[src/rtl/maj_seq_pkg.sv]
// Shared types and constants for the MAJ3 chain sequencer.
package maj_seq_pkg;

    localparam int NUM_PI     = 13;
    localparam int MAX_STAGES = 8;
    localparam int SEL_W      = $clog2(NUM_PI);
    localparam int IDX_W      = $clog2(MAX_STAGES + 1);
    localparam int ADDR_W     = $clog2(MAX_STAGES);

    // Truth table of MAJ3, indexed by {a, b, c}: high when two or more inputs are high.
    localparam logic [7:0] MAJ3_LUT = 8'hE8;

    typedef struct packed {
        logic [SEL_W-1:0] sel_a;
        logic [SEL_W-1:0] sel_b;
        logic [SEL_W-1:0] sel_c;
        logic             inv_a;
        logic             inv_b;
        logic             inv_c;
        logic             use_prev;
    } stage_desc_t;

    typedef enum logic [1:0] {
        IDLE = 2'd0,
        EVAL = 2'd1,
        DONE = 2'd2
    } state_t;

endpackage

[src/rtl/maj_chain_sequencer_if.sv]
// Input/output valid-ready handshakes of the MAJ3 chain sequencer.
interface maj_chain_sequencer_if;
    import maj_seq_pkg::*;

    logic              in_valid;
    logic              in_ready;
    logic [NUM_PI-1:0] in_pi;
    logic              out_valid;
    logic              out_ready;
    logic              out_po;

    // Stimulus source and result consumer side.
    modport master (
        output in_valid, in_pi, out_ready,
        input  in_ready, out_valid, out_po
    );

    // Sequencer side.
    modport slave (
        input  in_valid, in_pi, out_ready,
        output in_ready, out_valid, out_po
    );

endinterface

[src/rtl/maj3_unit.sv]
// Shared combinational MAJ3 with per-operand complement applied after selection.
module maj3_unit
    import maj_seq_pkg::*;
(
    input  logic a,
    input  logic b,
    input  logic c,
    input  logic inv_a,
    input  logic inv_b,
    input  logic inv_c,
    output logic y
);

    assign y = MAJ3_LUT[{a ^ inv_a, b ^ inv_b, c ^ inv_c}];

endmodule

[src/rtl/maj_chain_sequencer.sv]
// Time-multiplexed MAJ3 chain evaluator: one table stage per cycle on one maj3_unit.
// Optional feature: define MAJ_SEQ_TRACE_EN to add the per-stage out_trace port.
module maj_chain_sequencer
    import maj_seq_pkg::*;
(
    input  logic                  clk,
    input  logic                  rst_n,
    input  logic                  cfg_we,
    input  logic [IDX_W-1:0]      cfg_addr,
    input  stage_desc_t           cfg_data,
    input  logic [IDX_W-1:0]      cfg_len,
    maj_chain_sequencer_if.slave  bus,
    output logic                  busy,
    output logic                  err
`ifdef MAJ_SEQ_TRACE_EN
    ,
    output logic [MAX_STAGES-1:0] out_trace
`endif
);

    localparam int SEL_SPAN = 1 << SEL_W;
    localparam logic [SEL_W-1:0] SEL_LIMIT = SEL_W'(NUM_PI);
    localparam logic [IDX_W-1:0] LEN_MAX   = IDX_W'(MAX_STAGES);

    state_t            state;
    logic [IDX_W-1:0]  idx;
    logic [IDX_W-1:0]  len_q;
    logic [NUM_PI-1:0] pi_q;
    logic              acc;
    logic              out_valid_q;
    logic              busy_q;
    logic              err_q;
    stage_desc_t       stage_tbl [MAX_STAGES];

    stage_desc_t       desc;
    logic              op_a;
    logic              op_b;
    logic              op_c;
    logic              sel_bad;
    logic              stage_res;
    logic              len_ok;
    logic              can_accept;
    logic              accept;

    // Out-of-range selects read zero: the vector is zero-extended to the full select span.
    function automatic logic pick(input logic [NUM_PI-1:0] v, input logic [SEL_W-1:0] s);
        logic [SEL_SPAN-1:0] ext;
        ext = SEL_SPAN'(v);
        return ext[s];
    endfunction

    assign len_ok     = (cfg_len != '0) && (cfg_len <= LEN_MAX);
    assign can_accept = (state == IDLE) && len_ok;
    assign accept     = can_accept && bus.in_valid;

    assign desc    = stage_tbl[idx[ADDR_W-1:0]];
    assign op_a    = pick(pi_q, desc.sel_a);
    assign op_b    = pick(pi_q, desc.sel_b);
    assign op_c    = desc.use_prev ? acc : pick(pi_q, desc.sel_c);
    assign sel_bad = (desc.sel_a >= SEL_LIMIT) || (desc.sel_b >= SEL_LIMIT) ||
                     (desc.sel_c >= SEL_LIMIT);

    maj3_unit u_maj3 (
        .a     (op_a),
        .b     (op_b),
        .c     (op_c),
        .inv_a (desc.inv_a),
        .inv_b (desc.inv_b),
        .inv_c (desc.inv_c),
        .y     (stage_res)
    );

    // in_ready is forced low while reset is held, then tracks IDLE and a legal cfg_len.
    assign bus.in_ready  = rst_n && can_accept;
    assign bus.out_valid = out_valid_q;
    assign bus.out_po    = acc;
    assign busy          = busy_q;
    assign err           = err_q;

    // Stage table: written only in IDLE, so an accept on the same edge sees the new entry.
    always_ff @(posedge clk) begin
        if (cfg_we && (state == IDLE) && (cfg_addr < LEN_MAX))
            stage_tbl[cfg_addr[ADDR_W-1:0]] <= cfg_data;
    end

    // Vector and chain length captured at accept; later cfg_len changes do not affect it.
    always_ff @(posedge clk) begin
        if (accept) begin
            pi_q  <= bus.in_pi;
            len_q <= cfg_len;
        end
    end

    // Control FSM: IDLE accepts, EVAL runs one stage per cycle, DONE holds the result.
    always_ff @(posedge clk or negedge rst_n) begin
        if (!rst_n) begin
            state       <= IDLE;
            idx         <= '0;
            acc         <= 1'b0;
            out_valid_q <= 1'b0;
            busy_q      <= 1'b0;
            err_q       <= 1'b0;
        end else begin
            if (cfg_we && (state != IDLE))
                err_q <= 1'b1;
            case (state)
                IDLE: begin
                    if (accept) begin
                        idx    <= '0;
                        acc    <= 1'b0;
                        busy_q <= 1'b1;
                        state  <= EVAL;
                    end
                end
                EVAL: begin
                    acc <= stage_res;
                    idx <= idx + IDX_W'(1);
                    if (sel_bad)
                        err_q <= 1'b1;
                    if (idx == len_q - IDX_W'(1)) begin
                        out_valid_q <= 1'b1;
                        state       <= DONE;
                    end
                end
                DONE: begin
                    if (bus.out_ready) begin
                        out_valid_q <= 1'b0;
                        busy_q      <= 1'b0;
                        state       <= IDLE;
                    end
                end
                default: state <= IDLE;
            endcase
        end
    end

`ifdef MAJ_SEQ_TRACE_EN
    // Per-stage result record, cleared at accept.
    always_ff @(posedge clk or negedge rst_n) begin
        if (!rst_n)
            out_trace <= '0;
        else if (accept)
            out_trace <= '0;
        else if (state == EVAL)
            out_trace[idx[ADDR_W-1:0]] <= stage_res;
    end
`endif

endmodule

[src/flat_wrapper.sv]
// flat-port wrapper written by rule: the top's interface ports become plain ports
module maj_chain_sequencer_flat import maj_seq_pkg::*;
  (clk, rst_n, cfg_we, cfg_addr, cfg_data, cfg_len, busy, err, bus_in_valid, bus_in_pi, bus_out_ready, bus_in_ready, bus_out_valid, bus_out_po);
  maj_chain_sequencer_if bus_i ();
  input  logic clk;
  input  logic rst_n;
  input  logic cfg_we;
  input  logic [IDX_W-1:0] cfg_addr;
  input  stage_desc_t cfg_data;
  input  logic [IDX_W-1:0] cfg_len;
  output logic busy;
  output logic err;
  input wire logic [$bits(bus_i.in_valid)-1:0] bus_in_valid;
  input wire logic [$bits(bus_i.in_pi)-1:0] bus_in_pi;
  input wire logic [$bits(bus_i.out_ready)-1:0] bus_out_ready;
  output wire logic [$bits(bus_i.in_ready)-1:0] bus_in_ready;
  output wire logic [$bits(bus_i.out_valid)-1:0] bus_out_valid;
  output wire logic [$bits(bus_i.out_po)-1:0] bus_out_po;
  assign bus_i.in_valid = bus_in_valid;
  assign bus_i.in_pi = bus_in_pi;
  assign bus_i.out_ready = bus_out_ready;
  assign bus_in_ready = bus_i.in_ready;
  assign bus_out_valid = bus_i.out_valid;
  assign bus_out_po = bus_i.out_po;
  maj_chain_sequencer u_core (.clk(clk), .rst_n(rst_n), .cfg_we(cfg_we), .cfg_addr(cfg_addr), .cfg_data(cfg_data), .cfg_len(cfg_len), .bus(bus_i), .busy(busy), .err(err));
endmodule
[config.mk]
export PLATFORM = sky130hd
export DESIGN_NAME = maj_chain_sequencer_flat
export DESIGN_NICKNAME = d
export VERILOG_FILES = /design/src/rtl/maj_seq_pkg.sv /design/src/rtl/maj_chain_sequencer_if.sv /design/src/rtl/maj3_unit.sv /design/src/rtl/maj_chain_sequencer.sv /design/src/flat_wrapper.sv
export SDC_FILE = /design/constraint.sdc
export NUM_CORES = 1
export LEC_CHECK = 0
export CAP_MARGIN = 25
export CORE_MARGIN = 1
export CORE_UTILIZATION = 45
export DETAILED_ROUTE_END_ITERATION = 8
export HOLD_SLACK_MARGIN = 0.1
export PLACE_DENSITY = 0.73
export SYNTH_ARGS = -nofsm -noshare
export SYNTH_HDL_FRONTEND = slang
export SYNTH_HIERARCHICAL = 1
export SYNTH_SLANG_ARGS = --single-unit
export TNS_END_PERCENT = 100
[constraint.sdc]
create_clock -name clk -period 6.15 [get_ports clk]
set_clock_uncertainty 0.2 [all_clocks]
set_input_delay 1.845 -clock clk [delete_from_list [all_inputs] [get_ports clk]]
set_output_delay 1.845 -clock clk [all_outputs]
set_load 0.005 [all_outputs]
==> impl_results.md, run 1 <==
- Power per cell area: 422 nW/um2
- RR Endpoint: u_core/bus.out_po$_DFFE_PN0P_
- Final critical-path required period: 5.49 ns
- CTS Root Cell: clkbuf_16
- Commonest non-fill, non-tap cell in the layout: edfxtp_1
- Hold Startpoint: u_core/err$_DFF_PN0_
- Drt via density: 5.60
- RSZ-0062 raised after global routing: no
- ANT cells: 0
- Rows: 43
- Worst-path maximum fanout: 2
- Fill cell count: 1,059
- Ys flop type: edfxtp_1
- Die Width: 123 um
- Crit. End Element: output port
- Ys Warns: 6
- Final Hold Vio Count: 0
- Hold crit path type: reg -> reg
- Initial cell density of the core: 46.8%
- Via Count: 3,343
- Die area: 15,200 um2
- Worst r2r src: u_core/idx[0]$_DFFE_PN0P_
- Largest family of logic cells by synthesized area: multiplexers
- Syn Inst Count: 340
- DP HPWL: 8050 um
- Drt wl/cell: 20.7 um
- Placed Area: 7290 um2
- Drt pass-1 iters: 4
- Clock Latency Late Sink: 0.43 ns
- Post-synthesis compound-gate area fraction: 2.15%
- Worst EP arrival: 3.44 ns
- Number of distinct library cells after synthesis: 43
- CTS H-tree depth: 4
- DRT Wirelength: 12,400 um
- CTS tree: done
- CP required: 4.11 ns
- Routed Antenna Nets: 0
- TritonCTS Buffers: 17
- Reg2Reg Setup Slack: 2.32 ns
- Final setup fails: 0
- Layout area overhead: 18.3%
- #FFs+latches synth: 155
- WHS Endpoint: u_core/err$_DFF_PN0_
- Fin nets: 448
- DR iter-0 viols: 273
- Pre-CTS WS: 0.651 ns
- First-pass GRT wire length: 18,900 um
- Post-synth EDFFs: 145
- Maximum clock path buffer count: 2
- Mapped Nets: 384
- Hold path cells: 1
- I/O pin count: 47
- Leakage power: 2.65 nW
- PortBufs: 46
- Mux share of post-synthesis cell area: 19.9%
- Synthesized cell area: 6630 um2
- R2R depth: 11
- Slew headroom: 36.8%
- Final worst setup slack: 0.662 ns
- DRC Markers: 0
- Register area share after synthesis: 69.5%
- Clk sinks: 155
- Peak supply drop: 0.247 mV
- Fraction of layout cells with a size suffix above 1: 18.0%
- Fin Setup TNS: 0 ns
- Mean Syn Cell Area: 19.5 um2
- Vias in the first global route: 3,350
- F_max: 182 MHz
- Post-Synth Adder-Cell Area: 0.547%
- Startpoint Class: primary input
- Ys async rst share: 6.45%
- Core Footprint: 14,100 um2
- CTS clk-pin slew, worst paths: 0.06 ns
- Xor/xnor share of the synthesized area: 1.45%
- Initial antenna violation count: 1
- Remaining global-route overflow: 0
- Simple-Gate Fraction of Synth Area: 4.10%
- Max cap viols: 0
- GPL Wtd Cong: 0.767
- Commonest non-fill, non-tap cells in the layout: edfxtp_1, clkdlybuf4s50_1, mux2i_1
- Tcrit/Tclk final: 89.2%
- Largest net degree at the start of global routing: 28
- GR Util All Layers: 17.8%
- Slew @ Worst Pin: 0.944 ns
- Status: finished clean
- Max Slew Vio Count: 0
- Die Y: 123 um
- Design area: 7840 um2
- Setup Buffers After CTS: 0
- Cts repair resizes: 0
- # hold bufs at CTS: 0
- Kind of critical path: in -> out
-- synth_stat cells (all sizes together) (5+ instances only) --
cell	n	area, um2
nand2b	6	37.5
inv	5	18.8
mux2i	38	447
dfrtp	10	250
mux4	33	803
nand2	18	67.6
buf	12	133
nand3	5	25.0
xor2	5	43.8
nor2	9	33.8
edfxtp	145	4350
mux2	6	71.3
nor3	6	30.0
o21ai	7	35.0
xnor2	6	52.6
-- logic make-up (layout without fill, tap and decap cells) --
kind of cell | count (synthesis) | after routing
adders and majority gates | 3 | 3
muxes | 77 | 77
xor gates and xnor gates | 11 | 11
AOI/OAI and AO/OA | 21 | 21
DFF | 155 | 155
buffers and inverters | 18 | 95
and+or+nand+nor | 55 | 55
-- routing by layer --
metal  global-route usage [%]  vias up  wire (um)
met5                        0        -         13
met4                     7.15        2        149
met3                     5.86       18        690
met2                     26.8       96       6070
met1                     23.8     1708       5450
li1                         -     1519          -
-- sequential cells by signal, summed over array words and instances (netlist names) --
name,flops
u_core/bus.out_po,1
u_core/bus.out_valid,1
u_core/busy,1
u_core/err,1
u_core/idx,4
u_core/len_q,4
u_core/pi_q,13
u_core/stage_tbl,128
u_core/state,2
-- worst max-delay path by stage --
stage                          start  slack [ns]  cells past startpoint            to
final                     cfg_len[1]        0.66                      6  bus_in_ready
after global routing      cfg_len[1]        0.46                      6  bus_in_ready
after CTS                 cfg_len[1]        0.64                      6  bus_in_ready
after detailed placement  cfg_len[0]        0.65                      6  bus_in_ready
after global placement    cfg_len[1]        0.71                      6  bus_in_ready
after floorplan           cfg_len[1]        1.66                      4  bus_in_ready
-- cell type report --
cell class | instances | area (um2) | share of cell area, %
flip-flops and latches | 155 | 4610 | 58.8
repair buffers | 58 | 551 | 7.02
clock inverters | 14 | 119 | 1.52
inverters | 5 | 18.8 | 0.239
multi-input cells | 167 | 1890 | 24.1
clock buffers | 18 | 429 | 5.47
well taps | 180 | 225 | 2.87
-- critical path, stage by stage --
cell and delay, ns:
clkdlybuf4s50_1 0.43, nor3_1 0.24, xor2_1 0.10, nor3_1 0.19, and2_1 0.15, clkdlybuf4s50_1 0.49
-- per-stage QoR --
| stage | power (mW) | cells | util (%) | hold slack, ns |
|---|---|---|---|---|
| finish | 3.30 | 597 | 55.4 | 0.292 |
| global route | 3.45 | 597 | 55.4 | 0.316 |
| CTS | 3.33 | 597 | 55.4 | 0.292 |
| detailed placement | 2.36 | 565 | 51.5 | 0.274 |
| global placement | 2.35 | 565 | 51.5 | 0.260 |
| floorplan | 2.16 | 340 | - | 0.263 |
-- power by group --
group	internal, mW	switching, mW	total (mW)	leakage [nW]
Clock	0.555	0.406	0.962	0.262
Sequential	1.21	0.0976	1.31	1.42
Combinational	0.524	0.507	1.03	0.967
Note: power is estimated with default switching activity, not from simulation.
==> run 2: changes to the inputs <==
Settings changed: CORE_MARGIN 1 to 5, CORE_UTILIZATION 45 to 63, PLACE_DENSITY 0.73 to 0.94, SETUP_SLACK_MARGIN set to 0.02.
==> run 2 against run 1 <==
  * Critical path depth is the same
  * Sequential power about the same
  * First-iteration DRC count rose by 31%
  * Register-to-register slack improved by 0.07 ns
  * Final area shrank 0.16%
  * Power up 2.6%
  * Utilization rose by 21 points
  * Sequential cell count stayed put
  * Largest power group unchanged
  * Final cell count decreased by 8.2%
  * Global-route usage up 4.1 points
  * Die area is 17% lower
==> impl_results.md, run 2 (synthesized netlist as in run 1, its figures left out) <==
- CP required: 4.11 ns (about the same)
- Commonest non-fill, non-tap cells in the layout: edfxtp_1, clkdlybuf4s50_1, mux2i_1
- Power per cell area: 433 nW/um2 (+2.7%)
- First-pass GRT wire length: 20,200 um (+7.2%)
- Layout area overhead: 18.1%
- Largest net degree at the start of global routing: 26 (-7.1%)
- Tcrit/Tclk final: 89.4% (+0.22 points)
- PortBufs: 46 (unchanged)
- I/O pin count: 47 (unchanged)
- RSZ-0062 raised after global routing: no
- Status: finished clean
- ANT cells: 0 (unchanged)
- Crit. Startpoint: cfg_len[1]
- Remaining global-route overflow: 0 (unchanged)
- Slew headroom: 31.0% (-5.8 points)
- Die Width: 113 um (-8.8%)
- Drt pass-1 iters: 4 (unchanged)
- CTS tree: done
- Final critical-path required period: 5.50 ns (+0.0133 ns)
- DP HPWL: 8090 um (+0.53%)
- Via Count: 3,422 (+2.4%)
- Final setup fails: 0 (unchanged)
- Core Footprint: 10,300 um2 (-27%)
- DRT Wirelength: 12,800 um (+3.8%)
- TritonCTS Buffers: 17 (unchanged)
- CTS Root Cell: clkbuf_8
- Max cap viols: 0 (unchanged)
- Fill cell count: 536 (-49%)
- Leakage power: 2.65 nW (about the same)
- GR Util All Layers: 21.9% (+4.1 points)
- Fin Setup TNS: 0 ns (unchanged)
- Max reg flops: 128 (unchanged)
- Fraction of layout cells with a size suffix above 1: 18.7% (+0.70 points)
- Fin nets: 443 (-1.1%)
- DRC Markers: 0 (unchanged)
- Maximum clock path buffer count: 2 (unchanged)
- Die Y: 113 um (-8.8%)
- Clock Latency Late Sink: 0.53 ns (+0.10 ns)
- CTS clk-pin slew, worst paths: 0.06 ns (about the same)
- Kind of critical path: in -> out
- Reg2Reg Setup Slack: 2.39 ns (+0.07 ns)
- # hold bufs at CTS: 0 (unchanged)
- Area of the multi-input gates: 1900 um2 (+0.53%)
- Hold WS: 0.277 ns (-0.0149 ns)
- Worst r2r src: u_core/idx[0]$_DFFE_PN0P_
- Slew @ Worst Pin: 1.03 ns (+0.0895 ns)
- F_max: 182 MHz (-0.24%)
- Hold crit path type: reg -> reg
- Worst EP arrival: 3.46 ns (+0.02 ns)
- Initial antenna violation count: 0 (-1)
- Worst setup endpoint: bus_in_ready
- Initial cell density of the core: 64.5% (+18 points)
- GPL Wtd Cong: 0.854 (+11%)
- R2R depth: 9 (-2)
- FF+latch area: 4610 um2 (unchanged)
- Final Hold Vio Count: 0 (unchanged)
- Commonest non-fill, non-tap cell in the layout: edfxtp_1
- Drt wl/cell: 23.4 um (+13%)
- Setup Buffers After CTS: 0 (unchanged)
- Crit. End Element: output port
- Clk sinks: 155 (unchanged)
- Pint: 2.36 mW (+3.1%)
- Startpoint Class: primary input
- RR Endpoint: u_core/bus.out_po$_DFFE_PN0P_
- Die area: 12,700 um2 (-17%)
- Worst-path maximum fanout: 2 (unchanged)
- Drt via density: 6.24 (+12%)
- Net Sw Frac: 30.2% (-0.36 points)
- Logic pwr share: 30.2% (-1.0 points)
- Vias in the first global route: 3,541 (+5.7%)
- CTS H-tree depth: 4 (unchanged)
- Cts repair resizes: 0 (unchanged)
- Peak supply drop: 0.298 mV (+21%)
- Clock share of power: 30.6% (+1.5 points)
- Max Slew Vio Count: 0 (unchanged)
- DR iter-0 viols: 357 (+31%)
- Psw: 1.03 mW (+1.4%)
- Reg power frac: 39.2% (-0.5 points)
- Routed Antenna Nets: 0 (unchanged)
- Rows: 37 (-14%)
==> run 2: critical path, stage by stage <==
cell and delay [ns]:
clkdlybuf4s50_1 0.43, nor3_1 0.24, xor2_1 0.10, nor3_1 0.19
and2_1 0.16, clkdlybuf4s50_1 0.49
==> run 2: cell type report <==
cell class / count / share of cell area [%]
multi-input cells: 167 / 24.3
repair buffers: 53 / 6.75
inverters: 5 / 0.240
clock buffers: 17 / 5.29
clock inverters: 15 / 2.41
well taps: 136 / 2.17
flip-flops and latches: 155 / 58.8
==> run 2: power by group through the flow <==
stage                     Sequential [mW]  Combinational [mW]  Clock, mW
after global placement               1.34               0.968          0
after CTS                            1.33                1.02       1.05
final                                1.33                1.02       1.04
after detailed placement             1.35                1.01          0
after floorplan                      1.26               0.897          0
after global routing                 1.34                1.09       1.11
==> run 2: metal layers <==
layer	track usage, %	vias up	routed length [um]
li1	-	1515	-
met1	28.0	1750	5110
met2	35.5	132	6730
met3	5.44	25	676
met4	10.3	0	321
met5	0	-	0
==> run 2: how the worst min path moves through the flow <==
stage / startpoint / to / cells past startpoint
4_1_cts: u_core/err$_DFF_PN0_ / u_core/err$_DFF_PN0_ / 1
2_1_floorplan: u_core/err$_DFF_PN0_ / u_core/err$_DFF_PN0_ / 1
6_report: u_core/err$_DFF_PN0_ / u_core/err$_DFF_PN0_ / 1
3_3_place_gp: u_core/err$_DFF_PN0_ / u_core/err$_DFF_PN0_ / 1
5_1_grt: u_core/err$_DFF_PN0_ / u_core/err$_DFF_PN0_ / 1
3_5_place_dp: u_core/err$_DFF_PN0_ / u_core/err$_DFF_PN0_ / 1
==> run 2: through the flow <==
| stage | area, um2 | instances | total power, mW | util [%] | setup WS, ns |
|---|---|---|---|---|---|
| finish | 7830 | 548 | 3.39 | 76.2 | 0.649 |
| global route | 7830 | 548 | 3.54 | 76.2 | 0.603 |
| CTS | 7800 | 546 | 3.40 | 75.9 | 0.632 |
| detailed placement | 7190 | 514 | 2.35 | 70.0 | 0.653 |
| global placement | 7190 | 514 | 2.31 | 70.0 | 0.687 |
| floorplan | 6630 | 340 | 2.16 | - | 1.66 |
